**config.mk**
```make
export PLATFORM = sky130hd
export DESIGN_NAME = sid_lut_sched
export DESIGN_NICKNAME = d
export VERILOG_FILES = /design/src/rtl/sid_pkg.sv /design/src/rtl/sid_lut_sched.sv
export SDC_FILE = /design/constraint.sdc
export NUM_CORES = 1
export LEC_CHECK = 0
export CORE_ASPECT_RATIO = 1.1
export CORE_UTILIZATION = 48
export CTS_CLUSTER_DIAMETER = 150
export DETAILED_ROUTE_END_ITERATION = 7
export PLACE_DENSITY = 0.8
export SETUP_SLACK_MARGIN = 0.5
export SLEW_MARGIN = 20
export SYNTH_ARGS = -nofsm -noshare
export SYNTH_HDL_FRONTEND = slang
export SYNTH_SLANG_ARGS = --single-unit
```
**constraint.sdc**
```tcl
create_clock -name clk -period 3.7 [get_ports clk]
set_input_delay 0.37 -clock clk [delete_from_list [all_inputs] [get_ports clk]]
set_output_delay 0.37 -clock clk [all_outputs]
set_load 0.02 [all_outputs]
```
**src/rtl/sid_pkg.sv**
```systemverilog
// Shared types and constants for the SID combined-waveform table path.
package sid_pkg;

  localparam int unsigned NumVoicesDef = 3;
  localparam int unsigned IdxW         = 12;

  // One table entry, packed as {_st, p_t, ps_, pst} from MSB to LSB.
  typedef struct packed {
    logic [7:0] st;
    logic [7:0] pt;
    logic [7:0] ps;
    logic [7:0] pst;
  } wave_lut_t;

  localparam int unsigned WaveLutW = $bits(wave_lut_t);

  typedef enum logic [1:0] {
    StIdle,
    StIssue,
    StWait,
    StCapture
  } state_e;

endpackage

```
**src/rtl/sid_lut_sched.sv**
```systemverilog
// Time-multiplexes one fixed-latency combined-waveform table across all voices: each sample
// strobe snapshots every voice's indices, then issues one lookup slot per voice in order.
module sid_lut_sched
  import sid_pkg::*;
#(
  parameter int unsigned NUM_VOICES  = NumVoicesDef,
  parameter int unsigned LUT_LATENCY = 3
) (
  input  logic                           clk,
  input  logic                           reset,
  input  logic                           ce_1m,
  input  logic [NUM_VOICES*IdxW-1:0]     acc_ps_in,
  input  logic [NUM_VOICES*IdxW-1:0]     acc_t_in,
  output logic [IdxW-1:0]                lut_acc_ps,
  output logic [IdxW-1:0]                lut_acc_t,
  output logic                           lut_req,
  input  logic [WaveLutW-1:0]            lut_data,
  output logic [NUM_VOICES*WaveLutW-1:0] res_data,
  output logic                           busy,
  output logic                           done,
  output logic                           overrun
);

  localparam int unsigned VW   = (NUM_VOICES > 1) ? $clog2(NUM_VOICES) : 1;
  localparam int unsigned CntW = 3;

  localparam logic [VW-1:0]   LastVoice = VW'(NUM_VOICES - 1);
  // Final WAIT count; WAIT is skipped entirely when the table answers in one clock.
  localparam logic [CntW-1:0] WaitLast  = CntW'((LUT_LATENCY > 1) ? (LUT_LATENCY - 2) : 0);

  state_e          state_q, state_d;
  logic [VW-1:0]   v_q, v_d, v_nxt;
  logic [CntW-1:0] cnt_q, cnt_d;

  logic [IdxW-1:0] snap_ps_q [NUM_VOICES];
  logic [IdxW-1:0] snap_t_q  [NUM_VOICES];
  logic [IdxW-1:0] acc_ps_q, acc_t_q;
  wave_lut_t       res_q     [NUM_VOICES];
  logic            done_q, overrun_q;

  logic start, capture, last_voice, wait_last;

  assign last_voice = (v_q == LastVoice);
  assign wait_last  = (cnt_q == WaitLast);
  assign v_nxt      = v_q + VW'(1);

  // State register
  always_ff @(posedge clk) begin
    if (reset) begin
      state_q <= StIdle;
      v_q     <= '0;
      cnt_q   <= '0;
    end else begin
      state_q <= state_d;
      v_q     <= v_d;
      cnt_q   <= cnt_d;
    end
  end

  // Next-state logic
  always_comb begin
    state_d = state_q;
    v_d     = v_q;
    cnt_d   = cnt_q;
    unique case (state_q)
      StIdle: begin
        if (ce_1m) begin
          state_d = StIssue;
          v_d     = '0;
        end
      end
      StIssue: begin
        cnt_d   = '0;
        state_d = (LUT_LATENCY > 1) ? StWait : StCapture;
      end
      StWait: begin
        cnt_d = cnt_q + CntW'(1);
        if (wait_last) begin
          state_d = StCapture;
        end
      end
      StCapture: begin
        if (last_voice) begin
          state_d = StIdle;
          v_d     = '0;
        end else begin
          state_d = StIssue;
          v_d     = v_nxt;
        end
      end
      default: state_d = StIdle;
    endcase
  end

  // Output decode
  always_comb begin
    lut_req = 1'b0;
    busy    = 1'b1;
    start   = 1'b0;
    capture = 1'b0;
    unique case (state_q)
      StIdle: begin
        busy  = 1'b0;
        start = ce_1m;
      end
      StIssue:   lut_req = 1'b1;
      StWait:    lut_req = 1'b0;
      StCapture: capture = 1'b1;
      default:   busy    = 1'b0;
    endcase
  end

  always_ff @(posedge clk) begin
    if (reset) begin
      acc_ps_q  <= '0;
      acc_t_q   <= '0;
      done_q    <= 1'b0;
      overrun_q <= 1'b0;
      for (int k = 0; k < NUM_VOICES; k++) begin
        snap_ps_q[k] <= '0;
        snap_t_q[k]  <= '0;
        res_q[k]     <= '0;
      end
    end else begin
      done_q <= capture && last_voice;
      if (ce_1m && busy) begin
        overrun_q <= 1'b1;
      end
      if (start) begin
        for (int k = 0; k < NUM_VOICES; k++) begin
          snap_ps_q[k] <= acc_ps_in[k*IdxW +: IdxW];
          snap_t_q[k]  <= acc_t_in[k*IdxW +: IdxW];
        end
        // Voice 0 bypasses the snapshot so its address is ready in the first ISSUE cycle.
        acc_ps_q <= acc_ps_in[IdxW-1:0];
        acc_t_q  <= acc_t_in[IdxW-1:0];
      end
      if (capture) begin
        res_q[v_q] <= lut_data;
        if (!last_voice) begin
          acc_ps_q <= snap_ps_q[v_nxt];
          acc_t_q  <= snap_t_q[v_nxt];
        end
      end
    end
  end

  for (genvar k = 0; k < NUM_VOICES; k++) begin : g_res
    assign res_data[k*WaveLutW +: WaveLutW] = res_q[k];
  end

  assign lut_acc_ps = acc_ps_q;
  assign lut_acc_t  = acc_t_q;
  assign done       = done_q;
  assign overrun    = overrun_q;

endmodule

```
==> reports/metrics.csv, run 1 <==
stage,metric,value,unit
run_status,status,completed,
routing,Antenna Nets Post-Route,0,
setup_path,CP Capture Type,output pin,
logic_synthesis,post-synth top area share,0.610,
floorplanning,I/O pin total,231,
setup_path,r2r endpoint,lut_acc_t[0],
clocking,post-CTS sizing,0,
global_route,initial antenna violation count,0,
sta,Max-slew headroom,0.314,
setup_path,Register-to-Register Path Depth,6,
logic_synthesis,Post-synth EDFFs,168,
sta,actual slew at the worst max-slew pin,1030,ps
sta,Final Slew Violations,0,
finish,finished layout cell area,0.0114,sq mm
power_and_ir_drop,Pint,4.62,mW
clocking,Root Buffer Master,clkbuf_16,
sta,Clock Skews,15.0,ps
clocking,clock slew at reported path FFs,60,ps
routing,Total Wirelength,18600,microns
floorplanning,Die Width,127,microns
global_route,Total GRT Usage,0.206,
logic_synthesis,most common cell in the synthesized netlist,edfxtp_1,
hold_path,hold wc startpoint,overrun,
finish,synth-to-layout area growth,38.0,%
routing,first-iteration detailed-routing DRC count,393,
setup_path,worst-path maximum fanout,6,
floorplanning,starting density of the core,0.497,
routing,Via density,5.28,
setup_path,Setup CP Type,register to output pin,
global_route,vias in the first global route,5528,
place,dpl ws,1080,ps
routing,DRC Markers,0,
logic_synthesis,largest area contributor in the netlist,edfxtp_1,
floorplanning,DIE AREA,0.0177,sq mm
clocking,CTS tree,yes,
power_and_ir_drop,Logic pwr share,0.233,
global_route,first-pass GRT wire length,29000,microns
power_and_ir_drop,Reg power frac,0.472,
clocking,Max Root-Sink Buffers,3,
logic_synthesis,ys flop type,edfxtp_1,
sta,setup violators final,0,
routing,drt wl/cell,18.0,microns
power_and_ir_drop,Peak VDD IR,0.000313,V
sta,Fmax,421,MHz
place,hpwl dp,12000,microns
power_and_ir_drop,PD cells,556,mW/mm^2
routing,vias after detailed routing,5444,
finish,area of the multi-input gates,0.00237,sq mm
place,port bufs,230,
power_and_ir_drop,Pwr Total,6.35,mW
clocking,H-tree Lvls,1,
logic_synthesis,leading post-synthesis cells by cell area,"edfxtp_1 (61%), dfxtp_1 (8.0%), and3_1 (7.3%)",
logic_synthesis,sequential-to-total area share from yosys stat,0.690,
global_route,largest net degree at the start of global routing,98,
clocking,cts bufs inserted,20,
logic_synthesis,Synth warnings,0,
setup_path,Slowest cell on crit path,clkdlybuf4s50_1,
sta,setup TNS,0,ps
logic_synthesis,Post-Syn Nets,685,
flow_run,Max-Cap Viols,0,
floorplanning,Placeable Area,0.0166,sq mm
setup_path,"Req. time, crit path",3330,ps
clocking,clock tree sinks,201,
setup_path,"slowest stage delay, CP",600,ps
setup_path,"CP delay by family, top",buffers and inverters,
floorplanning,num rows,49,
clocking,"Clk Latency, worst-skew pair",480,ps
finish,Sequential Area,0.00571,sq mm
finish,Final Util,0.687,
power_and_ir_drop,static leakage,4.61,nW
place,Placed Area,0.0108,sq mm
setup_path,reg2reg start,state_q[1],
sta,post-layout min period,2380,ps
logic_synthesis,Avg Synthesized Cell Area,14.6,sq um
hold_path,hold depth,2,
setup_path,CP Launch Type,register,
finish,# diodes,0,
hold_path,Hold Path End,overrun,
finish,Layout Nets,908,
sta,crit share post-route,0.643,
sta,"Hold Vio Cnt, Final",0,
sta,RSZ-0062 raised after global routing,no,
sta,PnR worst setup slack,1320,ps
setup_path,cell mode on critical path,inv_1,
setup_path,R2R Setup Slk,1530,ps
logic_synthesis,Post-Syn Instances,565,
floorplanning,Die H,140,microns
clocking,postcts setup bufs,0,
setup_path,Worst Path Arrival,2010,ps
logic_synthesis,synthesized cell area,0.00827,sq mm
clocking,Post-CTS Hold Fix Bufs,0,
logic_synthesis,Seq cells post-synth,201,
finish,Fillers,1155,
global_route,total grt overflow,0,
power_and_ir_drop,P_sw,1.73,mW
power_and_ir_drop,clock share of power,0.295,
place,Final Wtd Congestion,0.797,
logic_synthesis,"Distinct cells, synth",28,
setup_path,worst-path cell chain,inv_1 -> ha_1 -> inv_1 -> clkdlybuf4s50_1,
setup_path,critical path startpoint,state_q[1],
logic_synthesis,asr flop ratio synth,0,
hold_path,worst hold path type,register to register,
logic_synthesis,Post-synth top cells,"edfxtp_1 (168), and3_1 (96), and2_1 (73), mux2i_1 (50), dfxtp_1 (33)",
routing,DRT Pass-1 Iters,5,
finish,layout cell share with drive strength beyond 1,0.0835,
setup_path,critical path buffer and inverter count,3,
power_and_ir_drop,sw frac,0.272,
state kept, by name, indices dropped and copies added (netlist names):
| register | cells |
|---|---|
| snap_ps_q | 36 |
| v_q | 2 |
| state_q | 2 |
| done | 1 |
| lut_acc_t | 12 |
| overrun | 1 |
| cnt_q | 3 |
| res_q | 96 |
| lut_acc_ps | 12 |
| snap_t_q | 36 |
layout by cell type (no fill, tap or decap), types with 2 or more instances in the layout:
cell and instances:
clkbuf_1 5, a21oi_1 5, buf_4 11, clkinv_1 4, clkbuf_16 21, clkinv_4 2, mux2i_1 50, mux2_2 24
clkinv_2 2, inv_1 8, and3_1 96, edfxtp_1 168, nor2b_1 2, and2_1 73, a32oi_1 2, dfxtp_1 33
nand2_1 3, nand2b_1 4, o22ai_1 24, a21o_1 3, ha_1 13, nand3b_1 2, nor2_1 4, clkdlybuf4s50_1 230
tightest hold or removal path, stage by stage, from the launching register on:
cell and delay (ps):
dfxtp_1 330, a21oi_1 40, nor2_1 70
kinds of logic after synthesis:
kind of cell | Yosys count | share of synthesized area
compound gates | 38 | 0.0297
flops | 201 | 0.690
buf+inv | 49 | 0.0248
simple gates | 190 | 0.142
fa+ha+maj | 13 | 0.0197
mux | 74 | 0.0932
metal layers:
| metal | track usage | up-vias | share of wire |
|---|---|---|---|
| met5 | 0 | - | 0 |
| met4 | 0.0439 | 0 | 0.012 |
| met3 | 0.0361 | 22 | 0.074 |
| met2 | 0.364 | 281 | 0.50 |
| met1 | 0.266 | 2609 | 0.42 |
| li1 | - | 2532 | - |
worst max-delay path by stage:
stage          cells past startpoint  slack, ps         endpoint
6_report                           4       1320             busy
5_1_grt                            4       1240             busy
4_1_cts                            4       1290             busy
3_5_place_dp                       6       1080    lut_acc_ps[1]
3_3_place_gp                       6       1160   lut_acc_ps[10]
2_1_floorplan                      6       1220  snap_ps_q[0][0]
power by group through the flow:
stage	clock network, mW	registers, mW	logic (mW)
final	1.87	3.00	1.48
after global routing	1.99	3.03	1.58
after CTS	1.90	3.00	1.47
after detailed placement	0	3.04	1.46
after global placement	0	3.02	1.42
after floorplan	0	3.18	0.714
stage by stage:
stage	instances	hold slack [ps]
6_report	1031	468
5_1_grt	1031	507
4_1_cts	1030	477
3_5_place_dp	994	464
3_3_place_gp	994	455
2_1_floorplan	565	452
cell type report:
class                           count  area share
Clock buffer                       27      0.0489
Clock inverter                      9     0.00439
Inverter                            8     0.00263
Multi-Input combinational cell    315       0.208
Sequential cell                   201       0.500
Tap cell                          229      0.0251
Timing Repair Buffer              242       0.211
Note: power is estimated with default switching activity, not from simulation.
==> run 2, diff against run 1 <==
==> constraint.sdc (replaced) <==
create_clock -name clk -period 2.5 [get_ports clk]
set_input_delay 0.25 -clock clk [delete_from_list [all_inputs] [get_ports clk]]
set_output_delay 0.25 -clock clk [all_outputs]
set_load 0.02 [all_outputs]
==> run 2 against run 1 <==
Compared with the run above: clock skew down 8.0 ps; worst setup slack worse by 820 ps; critical path type is now register to register; core utilization up 0.75 points; non-clock buffer count up 4; clock power up 61%; hold slack worse by 58 ps; combinational power up 51%.
==> reports/metrics.csv, run 2 (same netlist as run 1, synthesis figures left out) <==
stage,metric,value,unit
clocking,"Clk Latency, worst-skew pair",490,ps
clocking,Post-CTS Hold Fix Bufs,0,
global_route,vias in the first global route,5731,
setup_path,r2r endpoint,snap_t_q[2][7],
sta,Clock Skews,6.97,ps
flow_run,Max-Cap Viols,0,
global_route,largest net degree at the start of global routing,97,
clocking,Max Root-Sink Buffers,3,
finish,Largest Register,res_q,
place,placed cells,999,
setup_path,Slowest cell on crit path,nor2_4,
power_and_ir_drop,Pint,7.06,mW
sta,setup TNS,0,ps
routing,first-iteration detailed-routing DRC count,335,
finish,final cell count without fillers,1038,
global_route,initial antenna violation count,0,
clocking,H-tree Lvls,1,
hold_path,hold wc startpoint,acc_t_in[29],
floorplanning,starting density of the core,0.497,
sta,post-layout min period,2000,ps
sta,"Hold Vio Cnt, Final",0,
setup_path,CP Launch Type,register,
finish,layout cell share with drive strength beyond 1,0.0977,
sta,PnR worst setup slack,501,ps
run_status,status,completed,
setup_path,"CP delay by family, top",simple AND/OR/NAND/NOR gates,
sta,setup violators final,0,
power_and_ir_drop,sw frac,0.271,
setup_path,worst-path cell chain,inv_1 -> ha_1 -> nand2_2 -> nor2_4 -> and2_1,
finish,synth-to-layout area growth,39.5,%
power_and_ir_drop,static leakage,4.68,nW
setup_path,Worst Path Arrival,2350,ps
hold_path,worst hold path type,primary input to register,
sta,Final Slew Violations,0,
setup_path,"Req. time, crit path",2850,ps
setup_path,Setup CP Type,register to register,
place,Placed Area,0.0109,sq mm
sta,actual slew at the worst max-slew pin,767,ps
finish,top flop regs,"res_q (96), snap_ps_q (36), snap_t_q (36)",
finish,Largest register FFs,96,
clocking,clock tree sinks,201,
routing,DRC Markers,0,
clocking,clock slew at reported path FFs,60,ps
setup_path,R2R Setup Slk,500,ps
routing,Antenna Nets Post-Route,0,
power_and_ir_drop,Pwr Total,9.68,mW
setup_path,reg2reg start,state_q[0],
setup_path,critical path buffer and inverter count,1,
power_and_ir_drop,Logic pwr share,0.231,
power_and_ir_drop,Peak VDD IR,0.000580,V
floorplanning,Die H,140,microns
place,Final Wtd Congestion,0.821,
setup_path,CP Capture Type,register,
hold_path,hold depth,2,
floorplanning,DIE AREA,0.0177,sq mm
finish,# diodes,0,
place,dpl ws,191,ps
sta,crit share post-route,0.800,
routing,vias after detailed routing,5503,
place,port bufs,230,
finish,Layout Nets,914,
power_and_ir_drop,clock share of power,0.312,
clocking,Root Buffer Master,clkbuf_16,
setup_path,"slowest stage delay, CP",630,ps
global_route,Total GRT Usage,0.215,
power_and_ir_drop,Reg power frac,0.457,
sta,Max-slew headroom,0.487,
routing,drt wl/cell,18.4,microns
global_route,total grt overflow,0,
hold_path,Hold Path End,snap_t_q[2][5],
sta,Hold WS,410,ps
finish,"commonest non-fill, non-tap cell in the layout",clkdlybuf4s50_1,
place,hpwl dp,12300,microns
setup_path,worst-path maximum fanout,36,
floorplanning,I/O pin total,231,
clocking,CTS tree,yes,
floorplanning,Die Width,127,microns
power_and_ir_drop,P_sw,2.62,mW
sta,RSZ-0062 raised after global routing,yes,
finish,finished layout cell area,0.0115,sq mm
routing,Via density,5.30,
floorplanning,num rows,49,
finish,Final Util,0.694,
power_and_ir_drop,PD cells,839,mW/mm^2
routing,Total Wirelength,19100,microns
clocking,cts bufs inserted,21,
routing,DRT Pass-1 Iters,5,
sta,Fmax,500,MHz
global_route,first-pass GRT wire length,30000,microns
floorplanning,Placeable Area,0.0166,sq mm
setup_path,Register-to-Register Path Depth,5,
finish,"commonest non-fill, non-tap cells in the layout","clkdlybuf4s50_1 (228), edfxtp_1 (168), and3_1 (96)",
==> run 2: area by class of cell <==
class / instances / area (sq um)
sequential: 201 / 5710
fill: 1150 / 5080
timing repair buffer: 246 / 2450
multi-input combinational: 316 / 2400
clock buffer: 29 / 566
tap: 229 / 287
clock inverter: 9 / 97.6
inverter: 8 / 30.0
==> run 2: power by group through the flow <==
| stage | Combinational [mW] | Clock, mW | Sequential (mW) |
|---|---|---|---|
| 2_1_floorplan | 1.07 | 0 | 4.70 |
| 3_3_place_gp | 2.15 | 0 | 4.47 |
| 3_5_place_dp | 2.22 | 0 | 4.49 |
| 4_1_cts | 2.25 | 3.07 | 4.43 |
| 5_1_grt | 2.40 | 3.21 | 4.48 |
| 6_report | 2.24 | 3.02 | 4.43 |
==> run 2: repair_timing <==
| item | 4_1_cts | 5_1_grt |
|---|---|---|
| cloned | 1 | 0 |
| setup buffers | 0 | 0 |
| endpoints found under the setup margin | 74 | 244 |
| pin swaps | 0 | 0 |
| gates resized for setup | 4 | 5 |
==> run 2: metal layers <==
metal,routed length (microns),vias up,global-route usage
met5,0,-,0
met1,7930,2653,0.275
met2,9430,281,0.377
met3,1520,22,0.0396
met4,188,0,0.0551
li1,-,2547,-
==> run 2: worst max path at each step <==
stage               startpoint              end  slack [ps]  depth (start not counted)
detailed placement       ce_1m  snap_ps_q[1][6]         190                          4
global placement         ce_1m  snap_ps_q[1][6]         300                          4
CTS                 state_q[1]    lut_acc_ps[3]         450                          6
finish              state_q[0]   snap_t_q[2][7]         500                          5
floorplan           state_q[0]  snap_ps_q[0][0]         500                          6
global route        state_q[0]  snap_ps_q[1][4]         360                          5
